<file path="config.mk">
export PLATFORM = sky130hd
export DESIGN_NAME = sensor_request_scheduler
export DESIGN_NICKNAME = d
export VERILOG_FILES = /design/src/rtl/sensor_request_scheduler.sv
export SDC_FILE = /design/constraint.sdc
export NUM_CORES = 1
export LEC_CHECK = 0
export BUFFER_PORTS_ARGS = -buffer_cell sky130_fd_sc_hd__buf_4
export CORE_ASPECT_RATIO = 0.75
export CORE_UTILIZATION = 45
export CTS_CLUSTER_DIAMETER = 100
export CTS_CLUSTER_SIZE = 8
export DETAILED_ROUTE_END_ITERATION = 16
export HOLD_SLACK_MARGIN = 0.15
export PLACE_DENSITY_LB_ADDON = 0.25
export SKIP_CTS_REPAIR_TIMING = 1
export SLEW_MARGIN = 20
export SYNTH_ARGS = -nofsm -noshare
export SYNTH_HDL_FRONTEND = slang
export SYNTH_SLANG_ARGS = --single-unit
</file>
<file path="constraint.sdc">
create_clock -name clock -period 2.9 [get_ports clock]
set_input_delay 0.145 -clock clock [delete_from_list [all_inputs] [get_ports clock]]
set_output_delay 0.145 -clock clock [all_outputs]
set_load 0.1 [all_outputs]
</file>
<file path="src/rtl/sensor_request_scheduler.sv">
// sensor_request_scheduler: routes command/address pairs to one of NUM_SENSORS slots and returns one response frame per transaction,
// with continuous-sensing sessions and a per-transaction watchdog.
module sensor_request_scheduler #(
  parameter int NUM_SENSORS = 4,
  parameter int TIMEOUT_CYCLES = 150_000_000
) (
  input  logic                     clock,
  input  logic                     reset,
  input  logic                     req_valid,
  input  logic [7:0]               req_command,
  input  logic [7:0]               req_address,
  output logic                     req_ready,
  output logic [NUM_SENSORS-1:0]   sensor_enable,
  output logic [7:0]               sensor_command,
  input  logic [NUM_SENSORS-1:0]   sensor_done,
  input  logic [8*NUM_SENSORS-1:0] sensor_resp_command,
  input  logic [8*NUM_SENSORS-1:0] sensor_resp_value,
  output logic                     tx_valid,
  output logic [7:0]               tx_command,
  output logic [7:0]               tx_value,
  input  logic                     tx_ready,
  output logic [7:0]               overrun_count
);
  localparam int SW = NUM_SENSORS > 1 ? $clog2(NUM_SENSORS) : 1;
  localparam int TW = $clog2(TIMEOUT_CYCLES + 1);
  typedef enum logic [1:0] {IDLE, WAIT, SEND, STREAM} state_t;
  state_t state, state_n;
  logic [SW-1:0] sel, sel_n, req_sel;
  logic [NUM_SENSORS-1:0] enable_n;
  logic [7:0] command_n, tx_command_n, tx_value_n, overrun_n;
  logic tx_valid_n, done_prev, done_prev_n;
  logic [TW-1:0] wdog, wdog_n;
  logic accept, rise, timeout, addr_ok, stop, busy;
  assign req_sel = req_address[SW-1:0];
  assign req_ready = !reset && (state == IDLE || (state == STREAM && !tx_valid));
  assign accept = req_valid && req_ready;
  assign addr_ok = {24'd0, req_address} < 32'(NUM_SENSORS);
  assign rise = sensor_done[sel] && !done_prev;
  assign busy = state == WAIT || state == STREAM;
  assign timeout = busy && wdog == TW'(TIMEOUT_CYCLES - 1);
  assign stop = req_address == 8'(sel) && (req_command == 8'h05 || req_command == 8'h06);
  always_comb begin
    state_n = state;
    sel_n = sel;
    enable_n = sensor_enable;
    command_n = sensor_command;
    tx_valid_n = tx_valid;
    tx_command_n = tx_command;
    tx_value_n = tx_value;
    overrun_n = overrun_count;
    wdog_n = busy ? wdog + 1'b1 : wdog;
    done_prev_n = sensor_done[sel];
    case (state)
      IDLE: if (accept) begin
        if (!addr_ok) begin
          tx_valid_n = 1'b1;
          tx_command_n = 8'hEF;
          tx_value_n = req_address;
          state_n = SEND;
        end else begin
          sel_n = req_sel;
          enable_n = NUM_SENSORS'(1) << req_sel;
          command_n = req_command;
          wdog_n = '0;
          // a level already high at dispatch must not count as a done edge
          done_prev_n = sensor_done[req_sel];
          state_n = (req_command == 8'h03 || req_command == 8'h04) ? STREAM : WAIT;
        end
      end
      WAIT: if (timeout) begin
        enable_n = '0;
        tx_valid_n = 1'b1;
        tx_command_n = 8'h1F;
        tx_value_n = 8'h1F;
        state_n = SEND;
      end else if (rise) begin
        enable_n = '0;
        tx_valid_n = 1'b1;
        tx_command_n = sensor_resp_command[{sel, 3'b000} +: 8];
        tx_value_n = sensor_resp_value[{sel, 3'b000} +: 8];
        state_n = SEND;
      end
      SEND: if (tx_ready) begin
        tx_valid_n = 1'b0;
        state_n = IDLE;
      end
      STREAM: begin
        if (tx_valid && tx_ready) tx_valid_n = 1'b0;
        if (timeout) begin
          enable_n = '0;
          tx_valid_n = 1'b1;
          tx_command_n = 8'h1F;
          tx_value_n = 8'h1F;
          state_n = SEND;
        end else if (accept && stop) begin
          enable_n = '0;
          command_n = req_command;
          tx_valid_n = 1'b1;
          tx_command_n = 8'h0A;
          tx_value_n = 8'(sel);
          state_n = SEND;
        end else if (accept) begin
          tx_valid_n = 1'b1;
          tx_command_n = 8'hFF;
          tx_value_n = 8'hFF;
        end else if (rise) begin
          tx_valid_n = 1'b1;
          tx_command_n = sensor_resp_command[{sel, 3'b000} +: 8];
          tx_value_n = sensor_resp_value[{sel, 3'b000} +: 8];
          wdog_n = '0;
          overrun_n = (tx_valid && !tx_ready && overrun_count != 8'hFF) ? overrun_count + 8'd1 : overrun_count;
        end
      end
      default: state_n = IDLE;
    endcase
  end
  always_ff @(posedge clock) begin
    if (reset) begin
      state <= IDLE;
      sel <= '0;
      sensor_enable <= '0;
      sensor_command <= '0;
      tx_valid <= 1'b0;
      tx_command <= '0;
      tx_value <= '0;
      overrun_count <= '0;
      wdog <= '0;
      done_prev <= 1'b0;
    end else begin
      state <= state_n;
      sel <= sel_n;
      sensor_enable <= enable_n;
      sensor_command <= command_n;
      tx_valid <= tx_valid_n;
      tx_command <= tx_command_n;
      tx_value <= tx_value_n;
      overrun_count <= overrun_n;
      wdog <= wdog_n;
      done_prev <= done_prev_n;
    end
  end
endmodule

</file>
# == Yosys cells after proc, flatten, opt, wreduce, memory -nomap -nowiden ==
# Cells that the tools add are included.
# totals
ff_bits,70
latch_bits,0
word_cells,131
in_bits,88
rom_bits,0
out_inout_bits,38
ram_bits,0
n_memories,0
# op_classes
shift,3
n_mux,63
n_lt_le_gt_ge,3
n_reduce_logical,28
div,0
n_eq_ne,19
n_mul,0
add_sub_neg,2
bitwise_logic,3
# ops
cell,n
$mux W28,7
$mux W8,18
$shiftx A32 B6 Y8,2
$pmux W28 S2,1
$pmux W8 S3,2
$add A28 B1 Y28 const B,1
$eq A28 B28 Y1 const B,1
$eq A8 B3 Y1 const B,3
$mux W4,6
$mux W2,8
$pmux W8 S2,1
$mux W1,15
$reduce_and A5 Y1,3
$pmux W4 S3,1
$logic_and A1 B1 Y1,10
$ne A2 B2 Y1 const B,5
$add A8 B1 Y8 const B,1
$eq A8 B2 Y1,1
$eq A8 B2 Y1 const B,1
$lt A8 B3 Y1 const B,1
$ne A8 B8 Y1 const B,1
$pmux W2 S4,1
$lt A2 B3 Y1 const B,2
$ne A6 B4 Y1 const B,1
17 further kinds,28

# == Logic depth before layout (Yosys ltp) ==
# logic_depth
depth_word,9
ltp_mapped,10

# == Least setup slack after synthesis ==
# No wires, ideal clock.
# synth_timing
path_type,reg-to-reg
from,register tx_valid
to,register overrun_count[3]
required_time_ns,2.779
n_path_buf,0
path_stages_with_launch,7
setup_ns,0.121
slack_ns,0.221
arrival_ns,2.558
synth_period_minus_slack_ns,2.679
path_cell_list,dfxtp_1 -> and2b_1 -> o21a_1 -> nor4_1 -> nand3b_1 -> nor3_1 -> mux2_2
# synth_between
elab_chain_cells,8
# synth_lines
element,line_no,rtl
"start, declared",18,"output logic tx_valid,"
"start signal, assigned",134,tx_valid <= tx_valid_n;
$logic_not A1 Y1,35,assign req_ready = !reset && (state == IDLE || (state == STREAM && !tx_valid));
$logic_and A1 B1 Y1,35,
$logic_or A1 B1 Y1,35,
$logic_and A1 B1 Y1,35,
$logic_and A1 B1 Y1,36,assign accept = req_valid && req_ready;
$logic_and A1 B1 Y1,95,end else if (accept && stop) begin
$not A1 Y1 (no line),n/a,
$reduce_and A6 Y1 (no line) (*),n/a,
"end signal, assigned",137,overrun_count <= overrun_n;
"end, declared",22,output logic [7:0] overrun_count
# Every way passes the cells marked *; elsewhere a longest branch is shown, timed or not.
# A chain may end at the register's enable or synchronous reset.

# == Worst setup path after layout ==
# layout_timing
from,register state[1]
to,register tx_command[5]
# layout_between
elab_chain_cells,9
# layout_lines
element,line_no,rtl
"start, declared",27,"state_t state, state_n;"
"start signal, assigned",130,state <= state_n;
$eq A2 B2 Y1,"35, 39, 53",
$logic_and A1 B1 Y1,35,
$logic_or A1 B1 Y1,35,
$logic_and A1 B1 Y1,35,
$logic_and A1 B1 Y1,36,
$mux W8 / $logic_and A1 B1 Y1 (equally long branches),"102, 95",
$mux W8,95,
$mux W8,89,if (timeout) begin
$pmux W8 S3,53,case (state)
"end signal, assigned",135,tx_command <= tx_command_n;
"end, declared",19,"output logic [7:0] tx_command,"
# Parallel ways exist; a longest one is shown, timed or not.

==> metrics.md <==
| Metric | Value |
|---|---|
| Status | completed |
| Seq/Total Area, Yosys | 33.4% |
| CTS Sinks | 70 |
| Area contributors post-synth | dfxtp_1, mux4_2, nor2_1, mux2i_1, xnor2_1 |
| CP endpoint kind | register |
| Most used DFF post-synth | dfxtp_1 |
| Clock period minus worst slack | 2.75 ns |
| Initial Util | 46.3% |
| Post-synthesis xor/xnor area fraction | 6.48% |
| WL final | 11800 µm |
| Relative slew slack | 41.8% |
| CTS buffer count | 9 |
| Complex-gate fraction of the synthesized area | 14.7% |
| Min-Delay Path Class | input pin to register |
| Multi-input combinational cell area | 2650 µm² |
| Vias in the first global route | 3812 |
| H-tree levels | 3 |
| Antenna violations before repair | 0 |
| Most frequent cells in the layout | buf_4, nor2_1, dfxtp_1 |
| CP Data Arrival Time | 2.95 ns |
| Synth top area share | 33.4% |
| Worst Path Required | 3.10 ns |
| Kind of critical path | register to register |
| Mux contribution to synthesized area | 17.0% |
| Yosys warns | 0 |
| Initial DRC count | 222 |
| Worst Skew | 0.00613 ns |
| Clock transition at path regs | 0.06 ns |
| Mapped Cells | 483 |
| Die X | 113 µm |
| First-pass iteration count of the detailed router | 5 |
| Slew at the pin closest to its max-slew limit | 0.873 ns |
| P_leak | 2.36 nW |
| Synth area leader | dfxtp_1 |
| Setup tns final | 0 ns |
| CTS max path bufs | 2 |
| Avg Cell Area, Syn | 8.68 µm² |
| F_max | 0.364 GHz |
| Syn_nets | 578 |
| Final Util | 63.3% |
| Total grt overflow | 0 |
| Startpoint Class | register |
| Core Box Area | 9050 µm² |
| Post-layout nets | 715 |
| Port buffer count | 125 |
| Pins Over Slew Limit | 0 |
| Post-DR wirelength/cell | 15.7 µm |
| Row cnt | 30 |
| Clk root buf | clkbuf_16 |
| Post-synth EDFFs | 0 |
| MaxCap Viol Count | 0 |
| Async SR Flop Fraction | 0% |
| Die Ht | 85.6 µm |
| First-pass GRT wire length | 18500 µm |
| Mapped Area | 4190 µm² |
| P&R area growth vs syn | 36.5% |
| Fillers | 768 |
| Unique masters post-synth | 56 |
| ANT nets after route | 0 |
| Later-pin clock latency in the skew report | 0.33 ns |
| Post-synthesis adder-cell area fraction | 2.09% |
| Endpoints failing setup | 0 |
| Gp weighted congestion | 0.880 |
| Final hold vios | 0 |
| Most common cell after layout, fill and taps aside | buf_4 |
| # diodes | 0 |
| RSZ-0062 raised after global routing | no |
| # IOs | 126 |
| Vias | 4217 |
| Layout cells sized above 1 | 30.4% |
| Final period utilization | 94.7% |
| Pwr per Cell Area | 850 nW/µm² |
| Area enclosed by the die boundary | 9710 µm² |
| Post-synthesis simple-gate area fraction | 22.8% |
| FF/Latch Area | 1400 µm² |
| Seq cells post-synth | 70 |
| Peak VDD IR | 0.415 mV |
| Tot Pwr | 4.87 mW |
| DR vias/cell | 5.60 |
| Total track usage | 24.1% |
| CP max FO | 11 |
| Final HPWL DP | 8900 µm |
| DR DRC count | 0 |
| Main combinational cell family by area after synthesis | simple AND/OR/NAND/NOR gates |
| TritonCTS clock tree | built |
| Largest net degree at the start of global routing | 48 |
-- worst paths after layout --
kind                            depth (start not counted)  slack (ns)                    endpoint                  start
worst min-delay path                                    3        0.14    tx_value[7]$_SDFFE_PP0P_         req_address[7]
worst min register to register                          2        0.47          wdog[1]$_SDFF_PP0_     wdog[1]$_SDFF_PP0_
worst max-delay path                                    8        0.15  tx_command[5]$_SDFFE_PP0P_  state[1]$_SDFFE_PP0P_
worst max register to register                          8        0.15  tx_command[5]$_SDFFE_PP0P_  state[1]$_SDFFE_PP0P_
-- through the flow --
step	hold slack (ns)	setup slack [ns]	instances	area [µm²]
global placement	0.385	0.234	727	5310
detailed placement	0.403	0.170	727	5310
global route	0.169	0.0256	753	5720
floorplan	0.289	0.221	483	4190
CTS	0.0592	0.167	743	5620
finish	0.140	0.152	753	5720
-- critical path, cell delays in order (launching register included) --
cell and delay, ns:
dfxtp_1 0.42, ha_1 0.21, buf_4 0.18, o211ai_1 0.18
or4_1 0.57, o21ai_0 0.34, o21ai_0 0.33, a211oi_1 0.31
nor3_1 0.07
-- flip-flops by register name, summed over array words and instances, names as in the netlist --
signal,cells
done_prev,1
sensor_enable,4
wdog,28
tx_command,8
overrun_count,8
state,2
sel,2
sensor_command,8
tx_value,8
tx_valid,1
-- synthesized netlist by cell type, drive strengths merged, types with 8 or more instances --
library cell,number
nand4,11
mux2i,23
nor2,93
mux2,9
dfxtp,70
clkbuf,18
a21oi,27
o21ai,28
a211oi,14
inv,10
nand2,27
mux4,17
xnor2,16
nand3,13
nor4,8
xor2,15
-- power breakdown --
group / total, mW / internal [mW] / switching (mW)
clock: 1.16 / 0.751 / 0.412
sequential: 1.23 / 1.11 / 0.116
combinational: 2.48 / 0.688 / 1.79
total: 4.87 / 2.55 / 2.32
-- area by class of cell --
| cell class | count | area share, % |
|---|---|---|
| multi-input combinational | 378 | 46.3 |
| sequential | 70 | 24.5 |
| clock buffer | 10 | 4.00 |
| inverter | 10 | 0.656 |
| timing repair buffer | 151 | 20.2 |
| tap | 128 | 2.80 |
| clock inverter | 6 | 1.51 |
-- cell families (layout without fill, tap and decap cells) --
group,Yosys count,after routing
mux,49,49
xor+xnor,31,31
fa+ha+maj,7,7
simple gates,195,195
flops,70,70
buf+inv,35,177
compound gates,96,96
-- routing by layer --
metal,vias to the layer above,share of wire [%],track usage [%]
met1,1987,47,34.1
met2,185,44,37.0
met5,-,0,0
met4,0,1.3,7.89
li1,2032,-,-
met3,13,7.3,4.52
Power figures use the tool's default switching activity.
